<file path="config.mk">
export PLATFORM = sky130hd
export DESIGN_NAME = multiword_add_seq
export DESIGN_NICKNAME = d
export VERILOG_FILES = /design/src/rtl/multiword_add_seq.sv
export SDC_FILE = /design/constraint.sdc
export NUM_CORES = 1
export LEC_CHECK = 0
export BUFFER_PORTS_ARGS = -buffer_cell sky130_fd_sc_hd__buf_4
export CORE_UTILIZATION = 55
export CTS_BUF_LIST = sky130_fd_sc_hd__clkbuf_16
export CTS_CLUSTER_DIAMETER = 40
export DETAILED_ROUTE_END_ITERATION = 10
export PLACE_DENSITY = 0.83
export SYNTH_ARGS = -nofsm -noshare
export SYNTH_HDL_FRONTEND = slang
export SYNTH_SLANG_ARGS = --single-unit
</file>
<file path="constraint.sdc">
create_clock -name clk -period 6.3 [get_ports clk]
set_clock_uncertainty 0.2 [all_clocks]
set_input_delay 0.315 -clock clk [delete_from_list [all_inputs] [get_ports clk]]
set_output_delay 0.315 -clock clk [all_outputs]
set_load 0.005 [all_outputs]
</file>
<file path="src/rtl/multiword_add_seq.sv">
// Sequential wide adder/subtractor: one W-bit limb per cycle
// through a single Kogge-Stone prefix adder with carry-in.
module multiword_add_seq #(
  parameter int W     = 32,
  parameter int LIMBS = 4
) (
  input  logic               clk,
  input  logic               rst,
  input  logic               in_valid,
  output logic               in_ready,
  input  logic [W*LIMBS-1:0] a,
  input  logic [W*LIMBS-1:0] b,
  input  logic               op_sub,
  output logic               out_valid,
  input  logic               out_ready,
  output logic [W*LIMBS-1:0] sum,
  output logic               cout,
  output logic               busy
);

  localparam int N  = W * LIMBS;
  localparam int IW = $clog2(LIMBS);

  typedef enum logic [1:0] {
    IDLE,
    RUN,
    DONE
  } state_t;

  state_t state;
  state_t state_nx;

  logic [N-1:0]  a_r;
  logic [N-1:0]  b_r;
  logic [N-1:0]  sum_r;
  logic          cout_r;
  logic          carry;
  logic [IW-1:0] idx;
  logic          accept;
  logic          last;
  logic [W-1:0]  la;
  logic [W-1:0]  lb;
  logic [W:0]    ks;

  // Kogge-Stone: carry-in folded into bit 0 generate,
  // log2(W) prefix levels, sum = P ^ carry.
  function automatic logic [W:0] ks_add(
    input logic [W-1:0] x,
    input logic [W-1:0] y,
    input logic         cin
  );
    logic [W-1:0] p0;
    logic [W-1:0] g;
    logic [W-1:0] p;
    logic [W-1:0] gn;
    logic [W-1:0] pn;
    p0   = x ^ y;
    g    = x & y;
    p    = p0;
    g[0] = g[0] | (p[0] & cin);
    for (int d = 1; d < W; d = d * 2) begin
      gn = g;
      pn = p;
      for (int i = d; i < W; i++) begin
        gn[i] = g[i] | (p[i] & g[i-d]);
        pn[i] = p[i] & p[i-d];
      end
      g = gn;
      p = pn;
    end
    return {g[W-1], p0 ^ {g[W-2:0], cin}};
  endfunction

  assign accept = in_valid && in_ready;
  assign last   = (idx == IW'(LIMBS - 1));
  assign la     = a_r[idx*W +: W];
  assign lb     = b_r[idx*W +: W];
  assign ks     = ks_add(la, lb, carry);
  assign sum    = sum_r;
  assign cout   = cout_r;

  // State register
  always_ff @(posedge clk) begin
    if (rst) state <= IDLE;
    else     state <= state_nx;
  end

  // Next-state: accept -> RUN, last limb -> DONE, handshake -> IDLE
  always_comb begin
    state_nx = state;
    unique case (state)
      IDLE:    if (in_valid)  state_nx = RUN;
      RUN:     if (last)      state_nx = DONE;
      DONE:    if (out_ready) state_nx = IDLE;
      default: state_nx = IDLE;
    endcase
  end

  // Handshake and status outputs decoded from state
  always_comb begin
    in_ready  = (state == IDLE);
    out_valid = (state == DONE);
    busy      = (state != IDLE);
  end

  // Operand capture and limb-serial datapath
  always_ff @(posedge clk) begin
    if (rst) begin
      a_r    <= '0;
      b_r    <= '0;
      sum_r  <= '0;
      cout_r <= 1'b0;
      carry  <= 1'b0;
      idx    <= '0;
    end else if (accept) begin
      a_r   <= a;
      b_r   <= op_sub ? ~b : b;
      carry <= op_sub;
      idx   <= '0;
    end else if (state == RUN) begin
      sum_r[idx*W +: W] <= ks[W-1:0];
      carry             <= ks[W];
      idx               <= idx + 1'b1;
      if (last) cout_r  <= ks[W];
    end
  end

endmodule

</file>
==> results.toml, run 1 <==
[yosys]
ys_warn_count = 0
async_flop_share_pct = 0
yosysMostFrequentCell = "dfxtp_1"
syn_area_sq_um = 17600
yosys.area.top_type_share_pct = 44.3
synth_ff_type = "dfxtp_1"
synth_top_area_cell = "dfxtp_1"
synth_cells = 1906
synth_edf_count = 0
yosysSeqAreaShare_pct = 44.3
synth_cell_type_count = 64
synth_seq_cells = 390
synth_nets = 2206
synth_top_cells_by_area = "dfxtp_1 44%, mux4_2 8.2%, xnor2_1 7.2%, nand2_1 6.5%, a211oi_1 5.7%"
synthTopCellsByCount = "390 x dfxtp_1, 305 x nand2_1, 215 x nor2_1"
syn_avg_cell_area_sq_um = 9.25

[detailed_routing]
via_per_inst = 6.23
drt-total-wl_um = 71100
drt_iter0_drc = 1835
wire_per_inst_um = 24.5
dr.pass1.iters = 6
ant_nets = 0
vias = 18081
drc = 0

[floorplan]
top_level_ports = 393
initial_utilization_pct = 55.9
die-area_sq_um = 32800
coreArea_sq_um = 31600
num_rows = 65
die_y_um = 181
die_w_um = 181

[global_routing]
grt_max_degree = 261
grt_pass1_vias = 18209
grt_use_total_pct = 42.9
grt_pass1_wl_um = 107000
antenna_found_initial = 17
grt_overflow = 0

[power_and_ir_drop]
p_sw_mw = 1.93
power.internal_mw = 4.56
leakagePower_nw = 10.1
p_sw_share_pct = 29.8
p_per_area_nw_per_um2 = 264
clkPwrFrac_pct = 38.8
ir_drop_mv = 0.230
pwr-share-seq_pct = 42.0
p_comb_share_pct = 19.2

[worst_hold_path]
hp-class = "input port to flip-flop"
min-delay-start = "rst"
min_to = "sum[103]$_SDFFE_PP0P_"
hold_depth = 2

[timing]
hold_viol_final = 0
tns_ps = 0
min_period_ps = 4740
clock.fmax_mhz = 211
whs_ps = 97.9
finalMaxSlewViolations = 0
slew_headroom_pct = 22.5
final.period_utilization_pct = 75.2
rsz0062_at_grt = "no"
setup_violations = 0
tightest_slew_ps = 1160

[placement]
dp_hpwl_um = 38300
place_congestion = 0.933
portBuffers = 392

[critical_path]
required_ps = 6520
path_cells = "mux4_2 > fa_1 > fa_1 > a211oi_1 > nor2_4 > o21ai_2 > a21o_4 > o31ai_4 > a31o_4 > mux2i_2 > a221o_1"
worst_setup_path_start_kind = "flip-flop"
cp_slowest_cell = "dfxtp_4"
arrival_ps = 4960
crit_top_cell = "fa_1"
crit_type = "flip-flop to flip-flop"
rr_endpoint = "sum[92]$_SDFFE_PP0P_"
slowest_delay_ps = 1010
worstSetupEndpointType = "flip-flop"
critical_path.max_fanout = 52
regToRegSetupSlack_ps = 1560
rr_startpoint = "idx[0]$_SDFFE_PP0P_"
rr_worst_depth = 11

[run_status]
status = "completed"

[clock_tree]
htree_num_levels = 2
cts-resized-gates = 0
cts_tree = "yes"
hold_buffers = 257
numClockSinks = 390
cts-root-buf = "clkbuf_16"
post_cts_buffers = 0
cts.path.max_buffers = 3
clkLatencyLatePin_ps = 550
numCtsBuffers = 45
clkSlewWorstSetupHoldPaths_ps = 60

[layout]
layout-drive-gt1-share_pct = 22.6
fin_nets = 2758
synthToLayoutAreaGrowth_pct = 39.6

[run]
cap_violations = 0
==> critical path: cells and delay by family, from the launching register on <==
| kind | cells | cell delay, ps |
|---|---|---|
| adders and majority gates | 2 | 880 |
| DFF | 1 | 1010 |
| muxes | 2 | 800 |
| AOI/OAI and AO/OA | 6 | 1600 |
| and+or+nand+nor | 1 | 100 |
==> flip-flops by register name (all words and copies together) (netlist names) <==
name,cells
sum,128
a_r,128
state,2
b_r,128
idx,2
cout,1
carry,1
==> power groups by stage <==
| stage | registers, mW | logic [mW] | clock network [mW] |
|---|---|---|---|
| 3_5_place_dp | 2.76 | 1.02 | 0 |
| 5_1_grt | 2.74 | 1.31 | 2.61 |
| 6_report | 2.73 | 1.24 | 2.52 |
| 4_1_cts | 2.70 | 1.15 | 2.46 |
| 2_1_floorplan | 2.71 | 0.663 | 0 |
| 3_3_place_gp | 2.75 | 1.00 | 0 |
==> kinds of logic after synthesis <==
family	count (synthesis)	share of synthesized area, %
and+or+nand+nor	586	13.5
AOI/OAI and AO/OA	498	19.4
DFF	390	44.3
buffers and inverters	170	3.81
xor gates and xnor gates	152	7.55
muxes	71	8.59
adders and majority gates	39	2.85
==> worst max-delay path by stage <==
stage,startpoint,to,slack [ps]
after detailed placement,idx[0]$_SDFFE_PP0P_,sum[92]$_SDFFE_PP0P_,1510
after global placement,idx[0]$_SDFFE_PP0P_,sum[28]$_SDFFE_PP0P_,1620
after global routing,idx[0]$_SDFFE_PP0P_,sum[30]$_SDFFE_PP0P_,1240
final,idx[0]$_SDFFE_PP0P_,sum[92]$_SDFFE_PP0P_,1560
after floorplan,idx[0]$_SDFFE_PP0P_,sum[124]$_SDFFE_PP0P_,1620
after CTS,idx[0]$_SDFFE_PP0P_,sum[92]$_SDFFE_PP0P_,1500
==> through the flow <==
| stage | setup WS [ps] | total power, mW | utilization [%] | cells | instance area, sq um |
|---|---|---|---|---|---|
| final | 1560 | 6.49 | 78.0 | 2904 | 24600 |
| after CTS | 1500 | 6.32 | 77.9 | 2893 | 24600 |
| after global placement | 1620 | 3.75 | 65.3 | 2556 | 20600 |
| after detailed placement | 1510 | 3.78 | 65.3 | 2556 | 20600 |
| after global routing | 1240 | 6.65 | 78.0 | 2899 | 24600 |
| after floorplan | 1620 | 3.38 | - | 1906 | 17600 |
==> area by class of cell <==
| cell class | count | area (sq um) |
|---|---|---|
| multi-input cells | 1346 | 9180 |
| repair buffers | 664 | 5650 |
| diodes | 11 | 27.5 |
| fillers | 1862 | 6940 |
| well taps | 402 | 503 |
| flip-flops and latches | 390 | 7820 |
| clock inverters | 35 | 269 |
| clock buffers | 45 | 1130 |
| inverters | 11 | 41.3 |
==> routing by layer <==
metal | track usage (%) | part of all wire (%) | vias to the layer above | routed length (um)
met3 | 13.6 | 11 | 404 | 7620
li1 | - | - | 7860 | -
met4 | 31.9 | 8.1 | 12 | 5730
met5 | 0 | 0.11 | - | 80
met2 | 68.4 | 46 | 1299 | 32900
met1 | 48.1 | 35 | 8506 | 24700
==> cells in the final DEF (no fill, tap or decap), drive strengths merged, types with 13 or more instances in the layout <==
cell type    netlist  layout
o21ai             25      25
a21o              13      13
dlygate4sd3        0     257
mux4              64      64
clkinv             0      18
a22o              61      61
a211oi           134     134
clkbuf           134      45
a21oi            172     172
xnor2            144     144
ha                37      37
inv               11      23
a22oi             49      49
dfxtp            390     390
buf               25     407
nand2            305     305
nor2             216     216
(Power assumes the default switching activity.)
==> run 2: changes to the inputs <==
--- a/config.mk
+++ b/config.mk
@@ -6,11 +6,11 @@
 export NUM_CORES = 1
 export LEC_CHECK = 0
 export BUFFER_PORTS_ARGS = -buffer_cell sky130_fd_sc_hd__buf_4
-export CORE_UTILIZATION = 55
+export CORE_UTILIZATION = 49
 export CTS_BUF_LIST = sky130_fd_sc_hd__clkbuf_16
 export CTS_CLUSTER_DIAMETER = 40
 export DETAILED_ROUTE_END_ITERATION = 10
-export PLACE_DENSITY = 0.83
+export PLACE_DENSITY = 0.78
 export SYNTH_ARGS = -nofsm -noshare
 export SYNTH_HDL_FRONTEND = slang
 export SYNTH_SLANG_ARGS = --single-unit
==> constraint.sdc (replaced) <==
create_clock -name clk -period 4.03 [get_ports clk]
set_clock_uncertainty 0.2 [all_clocks]
set_input_delay 0.2015 -clock clk [delete_from_list [all_inputs] [get_ports clk]]
set_output_delay 0.2015 -clock clk [all_outputs]
set_load 0.005 [all_outputs]
==> results.toml, run 2 (same netlist as run 1, synthesis figures left out) <==
[detailed_routing]
vias = 17878
drt-total-wl_um = 68500
wire_per_inst_um = 22.5
drt_iter0_drc = 1452
drc = 0
via_per_inst = 5.86
dr.pass1.iters = 6
ant_nets = 0

[clock_tree]
clkSlewWorstSetupHoldPaths_ps = 60
cts_tree = "yes"
cts-root-buf = "clkbuf_16"
htree_num_levels = 2
numClockSinks = 390
post_cts_buffers = 0
clkLatencyLatePin_ps = 560
cts.path.max_buffers = 3
numCtsBuffers = 46

[critical_path]
rr_worst_depth = 10
required_ps = 4310
worst_setup_path_start_kind = "flip-flop"
critical_path.max_fanout = 20
arrival_ps = 4170
worstSetupEndpointType = "flip-flop"
crit_type = "flip-flop to flip-flop"

[floorplan]
die-area_sq_um = 36800
initial_utilization_pct = 49.7
num_rows = 69
top_level_ports = 393
die_w_um = 192
coreArea_sq_um = 35500
die_y_um = 192

[worst_hold_path]
hold_depth = 3
hp-class = "input port to flip-flop"

[global_routing]
antenna_found_initial = 3
grt_pass1_wl_um = 102000
grt_pass1_vias = 18374
grt_use_total_pct = 36.4
grt_max_degree = 104
grt_overflow = 0

[timing]
clock.fmax_mhz = 258
hold_viol_final = 0
slew_headroom_pct = 32.1
min_period_ps = 3880
finalMaxSlewViolations = 0
tightest_slew_ps = 1020
layout_setup_ws_ps = 147
tns_ps = 0
rsz0062_at_grt = "no"
final.period_utilization_pct = 96.4
setup_violations = 0

[layout]
fillers = 2388
synthToLayoutAreaGrowth_pct = 45.2
final_cell_mix = "440 x buf_4, 388 x dfxtp_1, 305 x dlygate4sd3_1, 304 x nand2_1, 215 x nor2_1"
layout.cells.most_common = "buf_4"
fin_nets = 2849
layout-drive-gt1-share_pct = 23.5

[power_and_ir_drop]
leakagePower_nw = 10.6
p_per_area_nw_per_um2 = 402
ir_drop_mv = 0.380

[placement]
place_ws_ps = 175
place_congestion = 0.891
dp_hpwl_um = 41000
portBuffers = 392

[run]
cap_violations = 0

[run_status]
status = "completed"
==> run 2: cell types whose count changed in the layout (fill, tap and decap cells not counted), sizes merged <==
cell,previous run,this run
inv,23,27
dlygate4sd3,257,305
clkinvlp,3,4
buf,407,449
clkinv,18,13
diode,11,6
clkbuf,45,47
==> run 2: worst max-delay path: stages (launching register included) <==
cell and delay, ps:
dfxtp_4 430, buf_12 210, mux4_2 580, ha_1 410, o21ai_0 220, nor2_4 160
o21ai_2 100, a21o_4 230, o31ai_4 360, xor2_1 670, a22o_1 230
==> run 2: path summary, 6_finish.rpt <==
path / slack, ps / endpoint / startpoint
hold reg to reg: 250 / a_r[16]$_SDFFE_PP0P_ / a_r[16]$_SDFFE_PP0P_
hold / removal: 130 / b_r[73]$_SDFFE_PP0P_ / op_sub
setup reg to reg: 150 / sum[84]$_SDFFE_PP0P_ / idx[0]$_SDFFE_PP0P_
setup / recovery: 150 / sum[84]$_SDFFE_PP0P_ / idx[0]$_SDFFE_PP0P_
==> run 2: routing by layer <==
layer | track usage [%] | vias up | part of all wire, %
li1 | - | 8029 | -
met4 | 24.2 | 0 | 6.7
met1 | 41.4 | 8498 | 37
met3 | 6.65 | 322 | 7.4
met2 | 62.1 | 1029 | 49
met5 | 0 | - | 0
==> run 2: metrics by stage <==
step | power (mW) | instances | instance area (sq um) | utilization, % | hold slack, ps
5_1_grt | 10.6 | 3047 | 25600 | 72.1 | 158
3_3_place_gp | 5.98 | 2657 | 21100 | 59.4 | 240
4_1_cts | 10.1 | 3044 | 25600 | 72.1 | 120
3_5_place_dp | 6.02 | 2657 | 21100 | 59.4 | 244
2_1_floorplan | 5.28 | 1906 | 17700 | - | 137
6_report | 10.3 | 3050 | 25600 | 72.2 | 131
==> run 2: report_power, final <==
group	internal (mW)	switching, mW	leakage [nW]	total [mW]
logic	0.959	1.13	6.69	2.09
clock network	2.27	1.71	0.730	3.98
registers	4.08	0.148	3.20	4.23
total	7.31	2.99	10.6	10.3
==> run 2: layout make-up <==
type | instances | area, sq um | area share, %
multi-input cells | 1346 | 9200 | 35.9
flip-flops and latches | 390 | 7820 | 30.5
repair buffers | 754 | 6520 | 25.5
clock buffers | 47 | 1180 | 4.59
well taps | 461 | 577 | 2.25
clock inverters | 35 | 256 | 1.00
inverters | 11 | 41.3 | 0.161
diodes | 6 | 15.0 | 0.0586
==> run 2: timing repair <==
action,in CTS,in global routing
hold buffers,305,0
setup endpoints to repair,0,11
resized for setup,0,2
hold endpoints to repair,280,0
